==> src/rtl/arm_pipe_pkg.sv <==
// Shared definitions for the ARM pipeline registers: flag layout and the
// packed E-stage control bundle.
package arm_pipe_pkg;

  localparam int NFLAGS = 4;

  localparam int FLAG_N = 3;
  localparam int FLAG_Z = 2;
  localparam int FLAG_C = 1;
  localparam int FLAG_V = 0;

  typedef struct packed {
    logic       pcsrc;
    logic       regwrite;
    logic       memtoreg;
    logic       memwrite;
    logic       branch;
    logic       alusrc;
    logic [1:0] alucontrol;
    logic [1:0] flagwrite;
    logic [3:0] cond;
  } ctrl_t;

  // A bubble writes nothing, branches nowhere and never touches the flags.
  localparam ctrl_t CTRL_BUBBLE = '0;

endpackage

==> src/rtl/flopenrc.sv <==
// Enabled flip-flop with asynchronous active-low reset and synchronous clear.
// Clear only acts on an enabled edge, so a held value is never zeroed.
module flopenrc #(
  parameter int WIDTH = 8
) (
  input  logic             clk,
  input  logic             reset,
  input  logic             en_i,
  input  logic             clr_i,
  input  logic [WIDTH-1:0] d_i,
  output logic [WIDTH-1:0] q_o
);

  logic [WIDTH-1:0] q_q;
  logic [WIDTH-1:0] q_d;

  // Clear selects a constant, so unknown data on a clear edge never lands.
  assign q_d = clr_i ? '0 : d_i;

  always_ff @(posedge clk or negedge reset) begin
    if (!reset) begin
      q_q <= '0;
    end else if (en_i) begin
      q_q <= q_d;
    end
  end

  assign q_o = q_q;

endmodule

==> src/rtl/id_ex_pipe_reg.sv <==
// Decode-to-Execute pipeline register with stall/flush, plus the
// architectural NZCV flags register that reloads from the condition logic.
module id_ex_pipe_reg #(
  parameter int WIDTH  = 32,
  parameter int NFLAGS = arm_pipe_pkg::NFLAGS
) (
  input  logic              clk,
  input  logic              reset,
  input  logic              StallE,
  input  logic              FlushE,
  input  logic              PCSrcD,
  input  logic              RegWriteD,
  input  logic              MemtoRegD,
  input  logic              MemWriteD,
  input  logic              BranchD,
  input  logic              ALUSrcD,
  input  logic [1:0]        ALUControlD,
  input  logic [1:0]        FlagWriteD,
  input  logic [3:0]        CondD,
  input  logic [3:0]        RA1D,
  input  logic [3:0]        RA2D,
  input  logic [3:0]        WA3D,
  input  logic [WIDTH-1:0]  RD1D,
  input  logic [WIDTH-1:0]  RD2D,
  input  logic [WIDTH-1:0]  ExtImmD,
  input  logic [NFLAGS-1:0] FlagsNextE,
  output logic              PCSrcE,
  output logic              RegWriteE,
  output logic              MemtoRegE,
  output logic              MemWriteE,
  output logic              BranchE,
  output logic              ALUSrcE,
  output logic [1:0]        ALUControlE,
  output logic [1:0]        FlagWriteE,
  output logic [3:0]        CondE,
  output logic [3:0]        RA1E,
  output logic [3:0]        RA2E,
  output logic [3:0]        WA3E,
  output logic [WIDTH-1:0]  RD1E,
  output logic [WIDTH-1:0]  RD2E,
  output logic [WIDTH-1:0]  ExtImmE,
  output logic [NFLAGS-1:0] FlagsE,
  output logic              ValidE
);

  import arm_pipe_pkg::*;

  logic pipe_en;
  logic flags_en;

  ctrl_t ctrl_d;
  ctrl_t ctrl_q;
  logic [11:0]        addr_d;
  logic [11:0]        addr_q;
  logic [3*WIDTH-1:0] data_d;
  logic [3*WIDTH-1:0] data_q;

  // Flush beats stall: a flushed edge must still advance, loading the bubble.
  assign pipe_en = ~StallE | FlushE;
  // The instruction leaving E keeps its flag update even when E is flushed.
  assign flags_en = ~StallE | FlushE;

  assign ctrl_d = '{pcsrc: PCSrcD, regwrite: RegWriteD, memtoreg: MemtoRegD,
                    memwrite: MemWriteD, branch: BranchD, alusrc: ALUSrcD,
                    alucontrol: ALUControlD, flagwrite: FlagWriteD, cond: CondD};
  assign addr_d = {RA1D, RA2D, WA3D};
  assign data_d = {RD1D, RD2D, ExtImmD};

  flopenrc #(.WIDTH($bits(ctrl_t))) u_ctrl (
    .clk(clk), .reset(reset), .en_i(pipe_en), .clr_i(FlushE),
    .d_i(ctrl_d), .q_o(ctrl_q)
  );

  flopenrc #(.WIDTH(12)) u_addr (
    .clk(clk), .reset(reset), .en_i(pipe_en), .clr_i(FlushE),
    .d_i(addr_d), .q_o(addr_q)
  );

  flopenrc #(.WIDTH(3*WIDTH)) u_data (
    .clk(clk), .reset(reset), .en_i(pipe_en), .clr_i(FlushE),
    .d_i(data_d), .q_o(data_q)
  );

  flopenrc #(.WIDTH(1)) u_valid (
    .clk(clk), .reset(reset), .en_i(pipe_en), .clr_i(FlushE),
    .d_i(1'b1), .q_o(ValidE)
  );

  flopenrc #(.WIDTH(NFLAGS)) u_flags (
    .clk(clk), .reset(reset), .en_i(flags_en), .clr_i(1'b0),
    .d_i(FlagsNextE), .q_o(FlagsE)
  );

  assign PCSrcE      = ctrl_q.pcsrc;
  assign RegWriteE   = ctrl_q.regwrite;
  assign MemtoRegE   = ctrl_q.memtoreg;
  assign MemWriteE   = ctrl_q.memwrite;
  assign BranchE     = ctrl_q.branch;
  assign ALUSrcE     = ctrl_q.alusrc;
  assign ALUControlE = ctrl_q.alucontrol;
  assign FlagWriteE  = ctrl_q.flagwrite;
  assign CondE       = ctrl_q.cond;

  assign {RA1E, RA2E, WA3E}     = addr_q;
  assign {RD1E, RD2E, ExtImmE}  = data_q;

endmodule

==> config.mk <==
export PLATFORM = sky130hd
export DESIGN_NAME = id_ex_pipe_reg
export DESIGN_NICKNAME = d
export VERILOG_FILES = /design/src/rtl/arm_pipe_pkg.sv /design/src/rtl/flopenrc.sv /design/src/rtl/id_ex_pipe_reg.sv
export SDC_FILE = /design/constraint.sdc
export NUM_CORES = 1
export LEC_CHECK = 0
export ABC_AREA = 1
export ABC_CLOCK_PERIOD_IN_PS = 950
export CAP_MARGIN = 20
export CORE_MARGIN = 8
export CORE_UTILIZATION = 50
export CTS_CLUSTER_SIZE = 16
export DETAILED_ROUTE_END_ITERATION = 8
export DONT_BUFFER_PORTS = 1
export GPL_ROUTABILITY_DRIVEN = 1
export PLACE_DENSITY_LB_ADDON = 0.12
export SETUP_SLACK_MARGIN = 0.05
export SLEW_MARGIN = 20
export SYNTH_ARGS = -nofsm -noshare
export SYNTH_HDL_FRONTEND = slang
export SYNTH_HIERARCHICAL = 1
export SYNTH_SLANG_ARGS = --single-unit
==> constraint.sdc <==
create_clock -name clk -period 0.95 [get_ports clk]
set_input_delay 0.095 -clock clk [delete_from_list [all_inputs] [get_ports clk]]
set_output_delay 0.095 -clock clk [all_outputs]
set_load 0.005 [all_outputs]
==> metrics.md, run 1 <==
| Metric | Value |
|---|---|
| Placed cells | 663 |
| Largest area contributor in the netlist | dfrtp_1 |
| Synth Area in Compound Gates | 0% |
| Seq/Total Area, Yosys | 62.59% |
| Ys Warns | 6 |
| Distinct cell type count after synthesis | 12 |
| Tool error | [ERROR RSZ-0060] Max buffer count reached. |
| Num CTS Buffers | 17 |
| CTS Hold Bufs | 140 |
| Root Driver | clkbuf_8 |
| Die Wd | 116.8 µm |
| XOR/XNOR Fraction of Synth Area | 0% |
| Post-Syn Instances | 559 |
| Avg Inst Size Synth | 9.083 µm² |
| Status | stopped before the end |
| Std-Cell Rows | 36 |
| Max Root-Sink Buffers | 2 |
| Htree depth | 4 |
| #FFs+latches synth | 127 |
| Post-CTS resize count | 0 |
| Clock Sink Count | 127 |
| Mapped Area | 5077 µm² |
| Initial core utilization | 51.71% |
| Post-CTS setup buffer count | 0 |
| Hpwl dp | 10240 µm |
| Synth top area cells | dfrtp_1 (63%), nand2_1 (19%), nand3_1 (13%), buf_6 (2.0%), buf_2 (1.6%) |
| Placer Congestion | 0.7994 |
| Post-Synth Adder-Cell Area | 0% |
| Die H | 116.8 µm |
| Last stage | clock tree synthesis (4_1_cts) |
| I/O Pins | 257 |
| Post-synthesis mux area share | 0% |
| Post-Syn Nets | 689 |
| Cell Area, Placed | 5157 µm² |
| IO Port Bufs | 0 |
| Largest family of logic cells by synthesized area | simple AND/OR/NAND/NOR gates |
| Post-synth top area share | 62.59% |
| Synth Area in Simple Gates | 31.42% |
## cells by family after synthesis
kind of cell           Yosys count
DFF                            127
other                            2
and+or+nand+nor                382
buffers and inverters           48
## Yosys cell counts
cell type  count
buf_4          7
inv_4          1
inv_2          4
conb_1         2
nand3_1      127
nand2_1      254
nand2_2        1
clkbuf_1       5
dfrtp_1      127
buf_6          9
inv_1          6
buf_2         16
## stage by stage
stage	TNS [ns]	setup slack [ns]	hold slack (ns)
after floorplan	0	0.06503	-0.2006
after global placement	0	0.03323	-0.1968
after detailed placement	-0.01020	-0.006716	-0.1967
==> inputs of run 2 (changes only) <==
--- a/config.mk
+++ b/config.mk
@@ -9,13 +9,11 @@
 export ABC_CLOCK_PERIOD_IN_PS = 950
 export CAP_MARGIN = 20
 export CORE_MARGIN = 8
-export CORE_UTILIZATION = 50
-export CTS_CLUSTER_SIZE = 16
+export CORE_UTILIZATION = 35
 export DETAILED_ROUTE_END_ITERATION = 8
 export DONT_BUFFER_PORTS = 1
 export GPL_ROUTABILITY_DRIVEN = 1
-export PLACE_DENSITY_LB_ADDON = 0.12
-export SETUP_SLACK_MARGIN = 0.05
+export PLACE_DENSITY_LB_ADDON = 0.15
 export SLEW_MARGIN = 20
 export SYNTH_ARGS = -nofsm -noshare
 export SYNTH_HDL_FRONTEND = slang
==> run 2 against run 1 <==
Against the previous run:
- the flow now finishes, with violations (hold timing)
- synthesized cell count is the same
- area after synthesis is the same
==> metrics.md, run 2 <==
| Metric | Value |
|---|---|
| Highest Clock Rate | 1067 MHz |
| Pleak | 3.646 nW |
| Min-Delay Path Class | primary input to async pin |
| Final WL | 15690 µm |
| Synth-to-layout area growth | 39.63% |
| Post-synth top area share | 62.59% (unchanged) |
| Num CTS Buffers | 17 (unchanged) |
| Worst R2R Setup Slack | 0.25 ns |
| GRT Resource Usage Total | 16.86% |
| Final Critical Period | 0.9375 ns |
| Clock power share | 46.5% |
| Reg2Reg Depth | 2 |
| Layout cells sized above 1 | 7.370% |
| Diodes inserted | 0 |
| Failing checks | hold timing |
| Die Area | 18620 µm² |
| Core Footprint | 14370 µm² |
| Post-route DRC | 0 |
| Worst-skew pair later-pin latency | 0.40 ns |
| Status | finished with violations |
| NetSw | 0.003459 W |
| Tot Pwr | 0.01377 W |
| Critical R2R Capture | u_data/q_o[12]$_DFFE_PN0P_ |
| Post-Syn Nets | 689 (unchanged) |
| Final cycle utilization of the critical path | 98.68% |
| Endpoints failing hold | 127 |
| Clk_skew | 0 ns |
| WS Path Type | flip-flop to output port |
| Ys flop type | dfrtp_1 |
| First-pass GRT wire length | 24320 µm |
| Final number of setup-violating endpoints | 0 |
| Cell with the most instances after synthesis | nand2_1 |
| Die Wd | 136.4 µm (+17%) |
| Most frequent cells after synthesis | nand2_1 (254), dfrtp_1 (127), nand3_1 (127) |
| Max Cap Viol | 0 |
| Worst hold slack | -0.6126 ns |
| Max reg flops | 96 |
| Vias/cell | 4.893 |
| Net Sw Frac | 25.12% |
| Worst Path Required | 0.85 ns |
| WP data arrival | 0.84 ns |
| Post-CTS resize count | 0 (unchanged) |
| Seq/Total Area, Yosys | 62.59% (unchanged) |
| Antenna Nets Post-Route | 0 |
| #FFs+latches synth | 127 (unchanged) |
| Sequential share of power | 44.9% |
| RSZ-0062 raised after global routing | yes |
| Initial core utilization | 35.34% (-16 points) |
| Highest-count cells in the layout ignoring fill and taps | nand2_1 (253), dlygate4sd3_1 (127), nand3_1 (127), dfrtp_1 (127), clkbuf_16 (17) |
| First drt pass iteration count | 5 |
| CTS Hold Bufs | 127 (-9.3%) |
| Distinct cell type count after synthesis | 12 (unchanged) |
| Asr flop ratio synth | 100.0% (unchanged) |
| # fillers | 1300 |
| 1st-iter DRT viols | 237 |
| Max Root-Sink Buffers | 2 (unchanged) |
| Largest net degree at the start of global routing | 128 |
| Gr ovfl total | 0 |
| Hpwl dp | 10490 µm (+2.4%) |
| Vias in the first global route | 4469 |
| I/O Pins | 257 (unchanged) |
| Worst reg2reg startpoint | u_data/q_o[12]$_DFFE_PN0P_ |
| Routed len/inst | 17.91 µm |
| Die H | 136.4 µm (+17%) |
| Crit-path max FO | 2 |
| Mapped Area | 5077 µm² (unchanged) |
| Via count | 4286 |
| Post-Syn Instances | 559 (unchanged) |
| Synth top area cells | dfrtp_1 (63%), nand2_1 (19%), nand3_1 (13%), buf_6 (2.0%), buf_2 (1.6%) |
| IO Port Bufs | 0 (unchanged) |
| Crit. End Element | output port |
| Int Pwr | 0.01031 W |
| Htree depth | 4 (unchanged) |
| Initial antenna violation count | 0 |
| Root Driver | clkbuf_16 |
| # nets final | 809 |
| Clock Sink Count | 127 (unchanged) |
| Number of enable flip-flop cells after synthesis | 0 (unchanged) |
| Avg Inst Size Synth | 9.083 µm² (unchanged) |
| Commonest non-fill, non-tap cell in the layout | nand2_1 |
| Placer Congestion | 0.7528 (-5.8%) |
| Std-Cell Rows | 44 (+22%) |
| Worst-path clk slew | 0.06 ns |
| PD cells | 1942 nW/µm² |
| Worst Setup Start Kind | flip-flop |
| Fin. max-slew vios | 0 |
| Ys Warns | 6 (unchanged) |
| Peak supply drop | 1.124 mV |
| Largest area contributor in the netlist | dfrtp_1 |
| TritonCTS clock tree | done |
| Combinational share of power | 8.6% |
run 2: cell counts after synthesis:
No cell type changed its count.
run 2: cells by family (layout without fill, tap and decap cells):
group / count (synthesis) / count (layout) / share of synthesized area, %
DFF: 127 / 127 / 62.59
buffers and inverters: 48 / 181 / 5.840
and+or+nand+nor: 382 / 382 / 31.42
other: 2 / 2 / 0.1479
run 2: metal layers:
metal / part of all wire, % / GRT usage, % / vias to the layer above / wire, µm
met5: 0 / 0 / - / 0
met4: 2.2 / 7.627 / 0 / 351
met3: 11 / 7.576 / 27 / 1798
met2: 49 / 26.83 / 218 / 7722
met1: 37 / 19.14 / 2022 / 5817
li1: - / - / 2019 / -
run 2: how the worst max path moves through the flow:
stage                                           from                         end  slack (ns)  cells past startpoint
after floorplan                               FlushE  u_data/q_o[44]$_DFFE_PN0P_        0.03                      7
after global placement                        FlushE   u_ctrl/q_o[2]$_DFFE_PN0P_        0.11                      6
after detailed placement                      FlushE   u_ctrl/q_o[1]$_DFFE_PN0P_        0.07                      6
after CTS                 u_ctrl/q_o[10]$_DFFE_PN0P_                   MemWriteE      -0.008                      0
after global routing      u_ctrl/q_o[10]$_DFFE_PN0P_                   MemWriteE       -0.02                      0
final                     u_ctrl/q_o[10]$_DFFE_PN0P_                   MemWriteE        0.01                      0
run 2: cell type report:
type                    instances  area [µm²]  area share [%]
inverters                      11       43.79          0.6177
repair buffers                138        1441           20.33
well taps                     184       230.2           3.247
flip-flops and latches        127        3178           44.83
multi-input cells             384        1610           22.71
clock buffers                  17       425.4           6.001
clock inverters                15       160.2           2.259
run 2: per-stage QoR:
step | cell area [µm²] | util [%] | instances | setup TNS [ns] | setup WS [ns]
2_1_floorplan | 5089 | - | 559 | 0 | 0.03029
3_3_place_gp | 5233 | 36.42 | 717 | 0 | 0.1053
3_5_place_dp | 5233 | 36.42 | 717 | 0 | 0.07063
4_1_cts | 7089 | 49.34 | 876 | -0.01981 | -0.007844
5_1_grt | 7089 | 49.34 | 876 | -0.3527 | -0.02083
6_report | 7089 | 49.34 | 876 | 0 | 0.01254
run 2: power groups by stage:
stage | sequential (W) | combinational, W | clock, W
2_1_floorplan | 0.00613 | 0.000605 | 0
5_1_grt | 0.00624 | 0.00131 | 0.00685
6_report | 0.00619 | 0.00118 | 0.00640
3_5_place_dp | 0.00628 | 0.000743 | 0
3_3_place_gp | 0.00629 | 0.000707 | 0
4_1_cts | 0.00620 | 0.00117 | 0.00659
run 2: repair_timing:
| item | in CTS | in global routing |
|---|---|---|
| cloned | 0 | 0 |
| hold endpoints to repair | 254 | 127 |
| buffers inserted | 0 | 0 |
| endpoints found under the setup margin | 7 | 52 |
Power figures use the tool's default switching activity.
==> inputs of run 3 (changes only) <==
--- a/config.mk
+++ b/config.mk
@@ -6,7 +6,6 @@
 export NUM_CORES = 1
 export LEC_CHECK = 0
 export ABC_AREA = 1
-export ABC_CLOCK_PERIOD_IN_PS = 950
 export CAP_MARGIN = 20
 export CORE_MARGIN = 8
 export CORE_UTILIZATION = 35
==> results of run 3 <==
The final DEF is identical to that of run 2; final timing and power are the same.
